File: config.mk
export PLATFORM = sky130hd
export DESIGN_NAME = led_mux_scan
export DESIGN_NICKNAME = d
export VERILOG_FILES = /design/src/rtl/led_mux_scan.sv
export SDC_FILE = /design/constraint.sdc
export NUM_CORES = 1
export LEC_CHECK = 0
export ABC_AREA = 1
export BUFFER_PORTS_ARGS = -buffer_cell sky130_fd_sc_hd__buf_2
export CAP_MARGIN = 15
export CELL_PAD_IN_SITES_DETAIL_PLACEMENT = 1
export CELL_PAD_IN_SITES_GLOBAL_PLACEMENT = 1
export CORE_MARGIN = 10
export CORE_UTILIZATION = 40
export CTS_CLUSTER_SIZE = 25
export DETAILED_ROUTE_END_ITERATION = 12
export PLACE_DENSITY_LB_ADDON = 0.1
export SYNTH_ARGS = -nofsm -noshare
export SYNTH_HDL_FRONTEND = slang
export SYNTH_SLANG_ARGS = --single-unit
File: constraint.sdc
create_clock -name clk -period 1.9 [get_ports clk]
set_clock_uncertainty 0.05 [all_clocks]
set_input_delay 0.19 -clock clk [delete_from_list [all_inputs] [get_ports clk]]
set_output_delay 0.19 -clock clk [all_outputs]
set_load 0.02 [all_outputs]
File: src/rtl/led_mux_scan.sv
// N-channel selector with manual, auto-scan, button-step and hold modes.
// Drives the registered selected channel and a one-hot LED bar showing it.
module led_mux_scan #(
  parameter int NCH   = 8,
  parameter int DW    = 1,
  parameter int DIV   = 5000000,
  parameter int LED_W = 16,
  localparam int SW   = $clog2(NCH)
) (
  input  logic              clk,
  input  logic              rst,
  input  logic [1:0]        mode,
  input  logic [SW-1:0]     sel_in,
  input  logic [NCH*DW-1:0] data_in,
  input  logic              step,
  output logic [DW-1:0]     dout,
  output logic [SW-1:0]     cur_sel,
  output logic [LED_W-1:0]  ledr
);

  localparam int CW = $clog2(DIV);

  typedef enum logic [1:0] {
    MODE_MANUAL = 2'b00,
    MODE_AUTO   = 2'b01,
    MODE_STEP   = 2'b10,
    MODE_HOLD   = 2'b11
  } mode_e;

  mode_e         mode_p0;
  logic [DW-1:0] chan_p0 [NCH];
  logic [SW-1:0] sel_p1, sel_nxt;
  logic [CW-1:0] cnt_p1, cnt_nxt;
  logic [DW-1:0] dout_p1, dout_nxt;
  logic          step_s1, step_s2, step_s3;
  logic          step_edge;
  logic [NCH-1:0] onehot;

  assign mode_p0 = mode_e'(mode);

  for (genvar k = 0; k < NCH; k++) begin : g_chan
    assign chan_p0[k] = data_in[k*DW +: DW];
  end

  // Stage 0: button synchroniser runs in every mode so STEP entry sees no stale edge.
  always_ff @(posedge clk or negedge rst) begin
    if (!rst) begin
      step_s1 <= 1'b0;
      step_s2 <= 1'b0;
      step_s3 <= 1'b0;
    end else begin
      step_s1 <= step;
      step_s2 <= step_s1;
      step_s3 <= step_s2;
    end
  end

  assign step_edge = step_s2 & ~step_s3;

  always_comb begin
    sel_nxt  = sel_p1;
    cnt_nxt  = cnt_p1;
    dout_nxt = chan_p0[sel_p1];
    unique case (mode_p0)
      MODE_MANUAL: begin
        sel_nxt = sel_in;
        cnt_nxt = '0;
      end
      MODE_AUTO: begin
        if (cnt_p1 == CW'(DIV - 1)) begin
          cnt_nxt = '0;
          sel_nxt = sel_p1 + SW'(1);
        end else begin
          cnt_nxt = cnt_p1 + CW'(1);
        end
      end
      MODE_STEP: begin
        if (step_edge) sel_nxt = sel_p1 + SW'(1);
        cnt_nxt = '0;
      end
      MODE_HOLD: begin
        dout_nxt = dout_p1;
      end
      default: ;
    endcase
  end

  // Stage 1: select, dwell counter and selected data registers.
  always_ff @(posedge clk or negedge rst) begin
    if (!rst) begin
      sel_p1  <= '0;
      cnt_p1  <= '0;
      dout_p1 <= '0;
    end else begin
      sel_p1  <= sel_nxt;
      cnt_p1  <= cnt_nxt;
      dout_p1 <= dout_nxt;
    end
  end

  assign onehot  = {{(NCH-1){1'b0}}, 1'b1} << sel_p1;
  assign dout    = dout_p1;
  assign cur_sel = sel_p1;

  always_comb begin
    ledr                  = '0;
    ledr[NCH-1:0]         = onehot;
    ledr[LED_W-1 -: DW]   = dout_p1;
  end

endmodule
==> metrics.md, run 1 <==
| Metric | Value |
|---|---|
| GRT overflow | `0` |
| Met2 Use GR | `0.247` |
| Met1 Track Usage GR | `0.167` |
| TNS Setup | `0 ns` |
| RR Endpoint | `cnt_p1[18]` |
| DRC | `0` |
| Post-synthesis mux area share | `0` |
| Largest family of logic cells by synthesized area | `simple AND/OR/NAND/NOR gates` |
| Clock Sinks | `30` |
| Max-slew headroom | `0.526` |
| Max clock buf depth | `2` |
| Gr usage total | `0.144` |
| PortBufs | `28` |
| Reg-to-reg slack, setup | `0.23 ns` |
| Worst reg-to-reg path cell count | `9` |
| Fin crit share | `0.921` |
| Most frequent cells in the layout | `nand2_1, nor2_1, inv_1` |
| CTS clock-pin slew for the worst setup and hold paths | `about 0.070 ns` |
| Cell Chain, Critical Path | `inv_1 -> ha_1 -> nand2_1 -> inv_1 -> buf_2` |
| Post_cts resized | `0` |
| Req. time, crit path | `about 1.7 ns` |
| Core footprint | `~5100 µm²` |
| Site row count | `26` |
| WS Path Type | `register to primary output` |
| Worst Tran Pin Value | `around 0.7 ns` |
| Top cell by count, worst path | `inv_1` |
| Final Critical Period | `~1.8 ns` |
| Initial antenna violation count | `0` |
| Setup violations, final | `0` |
| Die height | `between 90 and 100 µm` |
| Vias | `2009` |
| Met3 Usage GRT | `0.0392` |
| CP max FO | `10` |
| Gp weighted congestion | `just over 0.8` |
| Simple-gate area share of the yosys netlist | `0.384` |
| Storage element area | `751 µm²` |
| Max incr delay on CP | `~0.53 ns` |
| WL/cell | `approximately 14 µm` |
| Nets | `between 300 and 400` |
| Sequential-to-total area share from yosys stat | `0.350` |
| ANT cells | `0` |
| Post-synthesis sequential element count | `30` |
| Hold_sp | `sel_in[1]` |
| Status | `completed` |
| Gr busiest metal | `met2` |
| Initial Util | `0.417` |
| Routed WL | `slightly below 6000 µm` |
| Fin Hold WS | `0.190 ns` |
| Avg Cell Area, Syn | `6.73 µm²` |
| # IOs | `36` |
| Via/cell ratio | `around 4.7` |
| Pleak | `~0.0013 µW` |
| Cell count after synthesis | `319` |
| Commonest non-fill, non-tap cell in the layout | `nand2_1` |
| CTS Buf Count | `5` |
| DRT iter0 DRCs | `between 90 and 100` |
| Post-synthesis compound-gate area fraction | `0.0472` |
| Final Hold Viols | `0` |
| CTS H-tree depth | `2` |
| Filler cells | `712` |
| Synth Area in XOR/XNOR | `0.0327` |
| CP bufs+invs | `3` |
| Yosys warnings | `0` |
| Worst path slowest cell | `dfrtp_1` |
| MaxCap Viol Count | `0` |
| Cell family with most CP delay | `flip-flops` |
| Max Clock Freq | `about 0.57 GHz` |
| Pin count of the biggest net entering global routing | `31` |
| Synthesized area | `2150 µm²` |
| Later-pin clock latency in the skew report | `approximately 0.28 ns` |
| Total power | `~1800 µW` |
| Class of the worst hold path | `input pin to register` |
| Chip width | `93.2 µm` |
| Area grow syn2layout | `15.9%` |
| Pwr Density | `between 700 and 800 nW/µm²` |
| TritonRoute pass-1 iters | `4` |
| Worst-case hold path end point | `cur_sel[1]` |
| Critical R2R Launch | `cnt_p1[0]` |
| Multi-input combinational cell area | `~1200 µm²` |
| RSZ-0062 raised after global routing | `no` |
| Hold depth | `5` |
| Vias in the first global route | `2171` |
| Ratio of cells with drive above 1 in the final layout | `0.138` |
| CTS tree | `done` |
| Startpoint Class | `register` |
| Die ar. | `a little under 9000 µm²` |
| Synth unique cells | `27` |
| DP HPWL | `about 4600 µm` |
| Clock root cell | `clkbuf_8` |
| Synth Area in Adders | `0.0700` |
| First-pass GRT wire length | `~10000 µm` |
| Worst setup EP type | `primary output` |
| Max Slew Vio Count | `0` |
| Max IR drop VDD | `0.407 mV` |
| Post-DRT Antenna Nets | `0` |
| WP data arrival | `around 1.5 ns` |
## kinds of logic after synthesis
kind of cell | after synthesis
xor+xnor | 8
simple gates | 197
compound gates | 16
flops | 30
other cells | 1
buf+inv | 55
fa+ha+maj | 12
## how the worst max path moves through the flow
stage                           from          to  slack [ns]  depth (start not counted)
final                     cur_sel[0]     ledr[4]        0.15                          5
after global placement     cnt_p1[0]  cnt_p1[12]        0.25                          8
after global routing      cur_sel[0]     ledr[4]        0.02                          5
after floorplan           cur_sel[2]  cur_sel[2]        0.41                          6
after CTS                 cur_sel[0]     ledr[4]        0.13                          5
after detailed placement   cnt_p1[0]   cnt_p1[9]        0.16                          8
## cells in the mapped netlist
master | n | area, µm²
xnor2_1 | 1 | 8.76
nand2_1 | 96 | 360
o21bai_1 | 2 | 15.0
o211ai_1 | 2 | 15.0
nand2_2 | 1 | 6.26
and2_1 | 1 | 6.26
nor2_4 | 1 | 11.3
o21ai_0 | 10 | 50.1
nor2_1 | 54 | 203
conb_1 | 1 | 3.75
nor2_2 | 5 | 31.3
xor2_1 | 7 | 61.3
a21oi_4 | 1 | 16.3
nand3b_1 | 1 | 7.51
a21oi_1 | 1 | 5.00
nor3_1 | 5 | 25.0
inv_1 | 42 | 158
buf_4 | 8 | 60.1
buf_2 | 1 | 5.00
clkinv_1 | 1 | 3.75
nand3_1 | 29 | 145
clkbuf_1 | 2 | 7.51
dfrtp_1 | 30 | 751
nand3_2 | 1 | 10.0
nand4_1 | 3 | 18.8
ha_1 | 12 | 150
buf_6 | 1 | 11.3
## worst register-to-register path: stages (launching register included)
cell	delay (ns)
dfrtp_1	0.39
ha_1	0.20
nand3_1	0.11
nor2_1	0.22
nand3_1	0.11
nor2_1	0.16
nor2_2	0.08
buf_12	0.14
nand3_1	0.07
nand2_1	0.05
## sequential cells by signal (all words and copies together) (netlist names)
name	cells
step_s2	1
cur_sel	3
cnt_p1	23
step_s3	1
step_s1	1
dout	1
## per-layer routing
| layer | up-vias | share of wire |
|---|---|---|
| li1 | 1033 | - |
| met1 | 936 | 0.47 |
| met2 | 30 | 0.47 |
| met3 | 10 | 0.039 |
| met4 | 0 | 0.016 |
| met5 | - | 0 |
## final cells by class
type	instances	area share
Timing Repair Buffer	35	0.0896
Sequential cell	30	0.302
Multi-Input combinational cell	240	0.472
Clock buffer	7	0.0347
Tap cell	70	0.0352
Clock inverter	1	0.00201
Inverter	43	0.0649
## metrics by stage
| step | cells | cell area, µm² | setup WS (ns) | utilization |
|---|---|---|---|---|
| finish | 426 | 2490 | 0.150 | 0.484 |
| global route | 426 | 2490 | 0.0211 | 0.484 |
| CTS | 425 | 2470 | 0.125 | 0.480 |
| detailed placement | 415 | 2350 | 0.164 | 0.458 |
| global placement | 415 | 2350 | 0.255 | 0.458 |
| floorplan | 325 | 2170 | 0.405 | - |
## report_power, final
group	switching (µW)	internal (µW)	total [µW]
Clock	255	292	547
Sequential	81.7	697	779
Combinational	313	180	493
Total	649	1170	1820
## repair_timing
| action | CTS | global route |
|---|---|---|
| hold buffers | 2 | 0 |
| hold endpoints to repair | 31 | 0 |
| endpoints found under the setup margin | 0 | 9 |
| setup buffers | 0 | 1 |
Note: power is estimated with default switching activity, not from simulation.
==> inputs of run 2 (changes only) <==
--- a/config.mk
+++ b/config.mk
@@ -8,10 +8,10 @@
 export ABC_AREA = 1
 export BUFFER_PORTS_ARGS = -buffer_cell sky130_fd_sc_hd__buf_2
 export CAP_MARGIN = 15
-export CELL_PAD_IN_SITES_DETAIL_PLACEMENT = 1
-export CELL_PAD_IN_SITES_GLOBAL_PLACEMENT = 1
+export CELL_PAD_IN_SITES_DETAIL_PLACEMENT = 0
+export CELL_PAD_IN_SITES_GLOBAL_PLACEMENT = 2
 export CORE_MARGIN = 10
-export CORE_UTILIZATION = 40
+export CORE_UTILIZATION = 31
 export CTS_CLUSTER_SIZE = 25
 export DETAILED_ROUTE_END_ITERATION = 12
 export PLACE_DENSITY_LB_ADDON = 0.1
==> metrics.md, run 2 (same netlist as run 1, synthesis figures left out) <==
| Metric | Value |
|---|---|
| Status | `completed` |
| Clock network power share | `0.344 (+0.043)` |
| Setup violations, final | `0 (unchanged)` |
| Critical R2R Launch | `cnt_p1[0]` |
| TNS Setup | `0 ns (unchanged)` |
| Nets | `385 (+0.52%)` |
| Largest register FFs | `23 (unchanged)` |
| Req. time, crit path | `1.66 ns (about the same)` |
| Site row count | `30 (+15%)` |
| Worst Tran Pin Value | `0.710 ns (-0.00125 ns)` |
| ANT cells | `0 (unchanged)` |
| GRT overflow | `0 (unchanged)` |
| Fin crit share | `0.915 (-0.00588)` |
| CTS tree | `done` |
| CP startpoint | `cur_sel[0]` |
| CTS clock-pin slew for the worst setup and hold paths | `0.07 ns (about the same)` |
| Final Hold Viols | `0 (unchanged)` |
| Final WS setup | `0.161 ns (+0.0112 ns)` |
| RR Endpoint | `cnt_p1[8]` |
| TritonRoute pass-1 iters | `4 (unchanged)` |
| Startpoint Class | `register` |
| First-pass GRT wire length | `9310 µm (-8.6%)` |
| Vias | `1964 (-2.2%)` |
| # IOs | `36 (unchanged)` |
| Class of the worst hold path | `input pin to register` |
| Later-pin clock latency in the skew report | `0.29 ns (about the same)` |
| Routed WL | `5860 µm (+0.39%)` |
| Max IR drop VDD | `0.297 mV (-27%)` |
| Gp weighted congestion | `0.837 (+0.88%)` |
| Hold depth | `5 (unchanged)` |
| MaxCap Viol Count | `0 (unchanged)` |
| Placed cell count | `427 (+2.9%)` |
| Int Pwr | `1270 µW (+8.5%)` |
| WL/cell | `13.4 µm (-2.4%)` |
| Critical path destination | `ledr[0]` |
| Worst setup EP type | `primary output` |
| Via/cell ratio | `4.48 (-4.9%)` |
| Core footprint | `6760 µm² (+31%)` |
| Comb pwr share | `0.259 (-0.012)` |
| Pin count of the biggest net entering global routing | `31 (unchanged)` |
| RSZ-0062 raised after global routing | `no` |
| Ratio of cells with drive above 1 in the final layout | `0.145 (+0.00761)` |
| Max Clock Freq | `0.575 GHz (+0.64%)` |
| Seq pwr share | `0.396 (-0.032)` |
| DRT iter0 DRCs | `97 (unchanged)` |
| Biggest register | `cnt_p1` |
| Worst reg-to-reg path cell count | `9 (unchanged)` |
| Die height | `103 µm (+11%)` |
| Reg-to-reg slack, setup | `0.17 ns (-0.06 ns)` |
| Max Slew Vio Count | `0 (unchanged)` |
| PortBufs | `28 (unchanged)` |
| Most frequent cells in the layout | `nand2_1, nor2_1, inv_1` |
| Cell Count, Final, Fillers Out | `438 (+2.8%)` |
| Clock root cell | `clkbuf_8` |
| Max clock buf depth | `2 (unchanged)` |
| Pwr Density | `773 nW/µm² (+5.7%)` |
| Gr usage total | `0.112 (-0.0316)` |
| CTS Buf Count | `5 (unchanged)` |
| Switching power total | `682 µW (+5.1%)` |
| Vias in the first global route | `1900 (-12%)` |
| WS Path Type | `register to primary output` |
| Pleak | `0.00126 µW (+0.64%)` |
| Die ar. | `10700 µm² (+23%)` |
| Final Critical Period | `1.74 ns (-0.0112 ns)` |
| Clock Sinks | `30 (unchanged)` |
| Area grow syn2layout | `17.6%` |
| WP data arrival | `1.50 ns (about the same)` |
| Max-slew headroom | `0.527 (+0.000833)` |
| Initial Util | `0.318 (-0.0999)` |
| Chip width | `103 µm (+11%)` |
| Post-Place Worst Slack | `0.110 ns (-0.0541 ns)` |
| CTS H-tree depth | `2 (unchanged)` |
| Sw Ratio | `0.350 (-0.00733)` |
| DRC | `0 (unchanged)` |
| DP HPWL | `4540 µm (-1.1%)` |
| CP max FO | `10 (unchanged)` |
| Post-DRT Antenna Nets | `0 (unchanged)` |
| Initial antenna violation count | `0 (unchanged)` |
| Commonest non-fill, non-tap cell in the layout | `nand2_1` |
[run 2: worst min-delay path by stage]
stage | start | to | slack (ns)
2_1_floorplan | rst | cnt_p1[0] | -0.16
3_3_place_gp | rst | cnt_p1[0] | 0.25
3_5_place_dp | rst | cnt_p1[0] | 0.24
4_1_cts | sel_in[1] | cur_sel[1] | 0.18
5_1_grt | sel_in[1] | cur_sel[1] | 0.20
6_report | sel_in[1] | cur_sel[1] | 0.18
[run 2: through the flow]
stage | total power (µW) | hold slack [ns] | instance area [µm²] | utilization
floorplan | 1130 | -0.156 | 2170 | -
global placement | 1290 | 0.246 | 2370 | 0.351
detailed placement | 1290 | 0.241 | 2370 | 0.351
CTS | 1970 | 0.176 | 2500 | 0.371
global route | 2080 | 0.199 | 2520 | 0.374
finish | 1950 | 0.184 | 2520 | 0.374
[run 2: layout make-up]
cell class                      instances  area (µm²)
Sequential cell                        30         751
Tap cell                               80         100
Timing Repair Buffer                   37         225
Clock buffer                            5        68.8
Inverter                               43         161
Fill cell                             738        4230
Clock inverter                          3        45.0
Multi-Input combinational cell        240        1170
[run 2: per-layer routing]
metal	share of wire	routed length, µm	track usage
met3	0.032	188	0.0272
met5	0	0	0
met2	0.47	2770	0.185
met4	0.015	88	0.0332
met1	0.48	2810	0.141
[run 2: critical path: stages (launching register included)]
cell and delay [ns]:
dfrtp_1 0.52, inv_1 0.19, ha_1 0.25, inv_1 0.05, nor2_1 0.03, buf_2 0.17
[run 2: what timing repair did]
item                                    in CTS  in global routing
hold buffers                                 2                  0
gates resized for setup                      0                  0
endpoints found under the setup margin       0                  8
buffers inserted                             0                  1
hold endpoints to repair                    31                  0
[run 2: power groups by stage]
stage	sequential, µW	combinational (µW)	clock [µW]
after global placement	782	509	0
after detailed placement	786	505	0
after global routing	790	574	711
after floorplan	795	333	0
after CTS	775	509	687
final	773	506	672
==> inputs of run 3 (changes only) <==
==> constraint.sdc (replaced) <==
create_clock -name clk -period 1.9 [get_ports clk]
set_clock_uncertainty 0.05 [all_clocks]
set_input_delay 0.285 -clock clk [delete_from_list [all_inputs] [get_ports clk]]
set_output_delay 0.285 -clock clk [all_outputs]
set_load 0.02 [all_outputs]
==> metrics.md, run 3 (same netlist as run 1, synthesis figures left out) <==
| Metric | Value |
|---|---|
| Status | `finished with violations` |
| Violated checks | `negative hold slack` |
| Final Critical Period | `1.71 ns (-0.0301 ns)` |
| CTS Buf Count | `5 (unchanged)` |
| RR Endpoint | `cnt_p1[5]` |
| Initial antenna violation count | `0 (unchanged)` |
| GRT overflow | `0 (unchanged)` |
| TNS Setup | `0 ns (unchanged)` |
| Chip width | `103 µm (unchanged)` |
| PortBufs | `28 (unchanged)` |
| CP max FO | `6 (-4)` |
| Clock Sinks | `30 (unchanged)` |
| MaxCap Viol Count | `0 (unchanged)` |
| DRT iter0 DRCs | `99 (+2.1%)` |
| Max Clock Freq | `0.585 GHz (+1.8%)` |
| Worst Tran Pin Value | `0.707 ns (-0.00262 ns)` |
| Max clock buf depth | `2 (unchanged)` |
| Post-DRT Antenna Nets | `0 (unchanged)` |
| # IOs | `36 (unchanged)` |
| WP data arrival | `1.37 ns (-0.13 ns)` |
| Area grow syn2layout | `16.9%` |
| Vias in the first global route | `1952 (+2.7%)` |
| First-pass GRT wire length | `9480 µm (+1.8%)` |
| Setup violations, final | `0 (unchanged)` |
| Class of the worst hold path | `input pin to asynchronous set/reset pin` |
| Biggest register | `cnt_p1` |
| CTS H-tree depth | `2 (unchanged)` |
| Die height | `103 µm (unchanged)` |
| Core footprint | `6760 µm² (unchanged)` |
| Req. time, crit path | `1.56 ns (-0.10 ns)` |
| Post-CTS Setup Repair Bufs | `0 (unchanged)` |
| Site row count | `30 (unchanged)` |
| Clock root cell | `clkbuf_8` |
| Top cell by count, worst path | `inv_1` |
| CP startpoint | `cur_sel[0]` |
| Ratio of cells with drive above 1 in the final layout | `0.148 (+0.00321)` |
| Routed WL | `5820 µm (-0.73%)` |
| Max Slew Vio Count | `0 (unchanged)` |
| DRC | `0 (unchanged)` |
| Largest register FFs | `23 (unchanged)` |
| WS Path Type | `register to primary output` |
| CTS tree | `done` |
| Nets | `384 (-0.26%)` |
| Most frequent cells in the layout | `nand2_1, nor2_1, inv_1` |
| Gp weighted congestion | `0.832 (-0.62%)` |
| WL/cell | `13.3 µm (-0.51%)` |
| Pin count of the biggest net entering global routing | `31 (unchanged)` |
| Pwr Density | `753 nW/µm² (-2.6%)` |
| Via/cell ratio | `4.59 (+2.3%)` |
| Pleak | `0.00127 µW (+0.31%)` |
| Worst path slowest cell | `dfrtp_1` |
| Cell Chain, Critical Path | `inv_1 -> ha_1 -> inv_1 -> nor2_1 -> buf_2` |
| Later-pin clock latency in the skew report | `0.28 ns (about the same)` |
| Cell family with most CP delay | `flip-flops` |
| Max incr delay on CP | `0.43 ns (-0.09 ns)` |
| Max IR drop VDD | `0.388 mV (+31%)` |
| DP HPWL | `4570 µm (+0.75%)` |
| Gr usage total | `0.115 (+0.00259)` |
| Critical path destination | `ledr[0]` |
| Final Hold Viols | `1 (+1)` |
| Max-slew headroom | `0.529 (+0.00175)` |
| Fin crit share | `0.900 (-0.0158)` |
| Commonest non-fill, non-tap cell in the layout | `nand2_1` |
| Startpoint Class | `register` |
| Die ar. | `10700 µm² (unchanged)` |
| ANT cells | `0 (unchanged)` |
| Post_cts resized | `0 (unchanged)` |
| CTS clock-pin slew for the worst setup and hold paths | `0.07 ns (about the same)` |
| Reg-to-reg slack, setup | `0.22 ns (+0.05 ns)` |
| Hold-fix buffers, CTS | `0 (-2)` |
| Fin Hold WS | `-0.00331 ns (-0.187 ns)` |
| Worst reg-to-reg path cell count | `9 (unchanged)` |
| TritonRoute pass-1 iters | `4 (unchanged)` |
| Initial Util | `0.318 (unchanged)` |
| RSZ-0062 raised after global routing | `no` |
| Vias | `2005 (+2.1%)` |
| Worst setup EP type | `primary output` |
| CP bufs+invs | `3 (unchanged)` |
| Worst path depth | `5 (unchanged)` |
| Critical R2R Launch | `cnt_p1[0]` |
-- run 3: layout make-up --
type                       instances  area (µm²)
tap                               80         100
inverter                          43         161
sequential                        30         751
timing repair buffer              36         213
multi-input combinational        240        1170
fill                             748        4250
clock buffer                       8         110
-- run 3: report_power, final --
part | switching (µW) | total, µW | leakage [µW] | internal (µW)
clock | 245 | 611 | 0.0000575 | 366
combinational | 319 | 503 | 0.000809 | 184
sequential | 77.0 | 774 | 0.000402 | 697
-- run 3: per-layer routing --
layer / share of wire / vias to the layer above / wire length (µm) / global-route usage
met2: 0.47 / 49 / 2760 / 0.186
met3: 0.041 / 4 / 238 / 0.0219
met5: 0 / - / 0 / 0
li1: - / 1043 / - / -
met4: 0.0098 / 0 / 57 / 0.0342
met1: 0.48 / 909 / 2760 / 0.151
-- run 3: per-stage QoR --
step / total power, µW / area (µm²) / std cells / setup slack [ns] / utilization
2_1_floorplan: 1130 / 2170 / 325 / 0.387 / -
3_3_place_gp: 1310 / 2400 / 429 / 0.214 / 0.355
3_5_place_dp: 1300 / 2400 / 429 / 0.231 / 0.355
4_1_cts: 1930 / 2510 / 437 / 0.160 / 0.371
5_1_grt: 2040 / 2510 / 437 / 0.0249 / 0.371
6_report: 1890 / 2510 / 437 / 0.191 / 0.371
-- run 3: how the worst min path moves through the flow --
stage,startpoint,endpoint,depth (start not counted)
after floorplan,rst,cnt_p1[0],0
after global placement,step_s1,step_s2,0
after detailed placement,step_s1,step_s2,0
after CTS,rst,cnt_p1[21],1
after global routing,step,step_s1,1
final,rst,cnt_p1[12],1
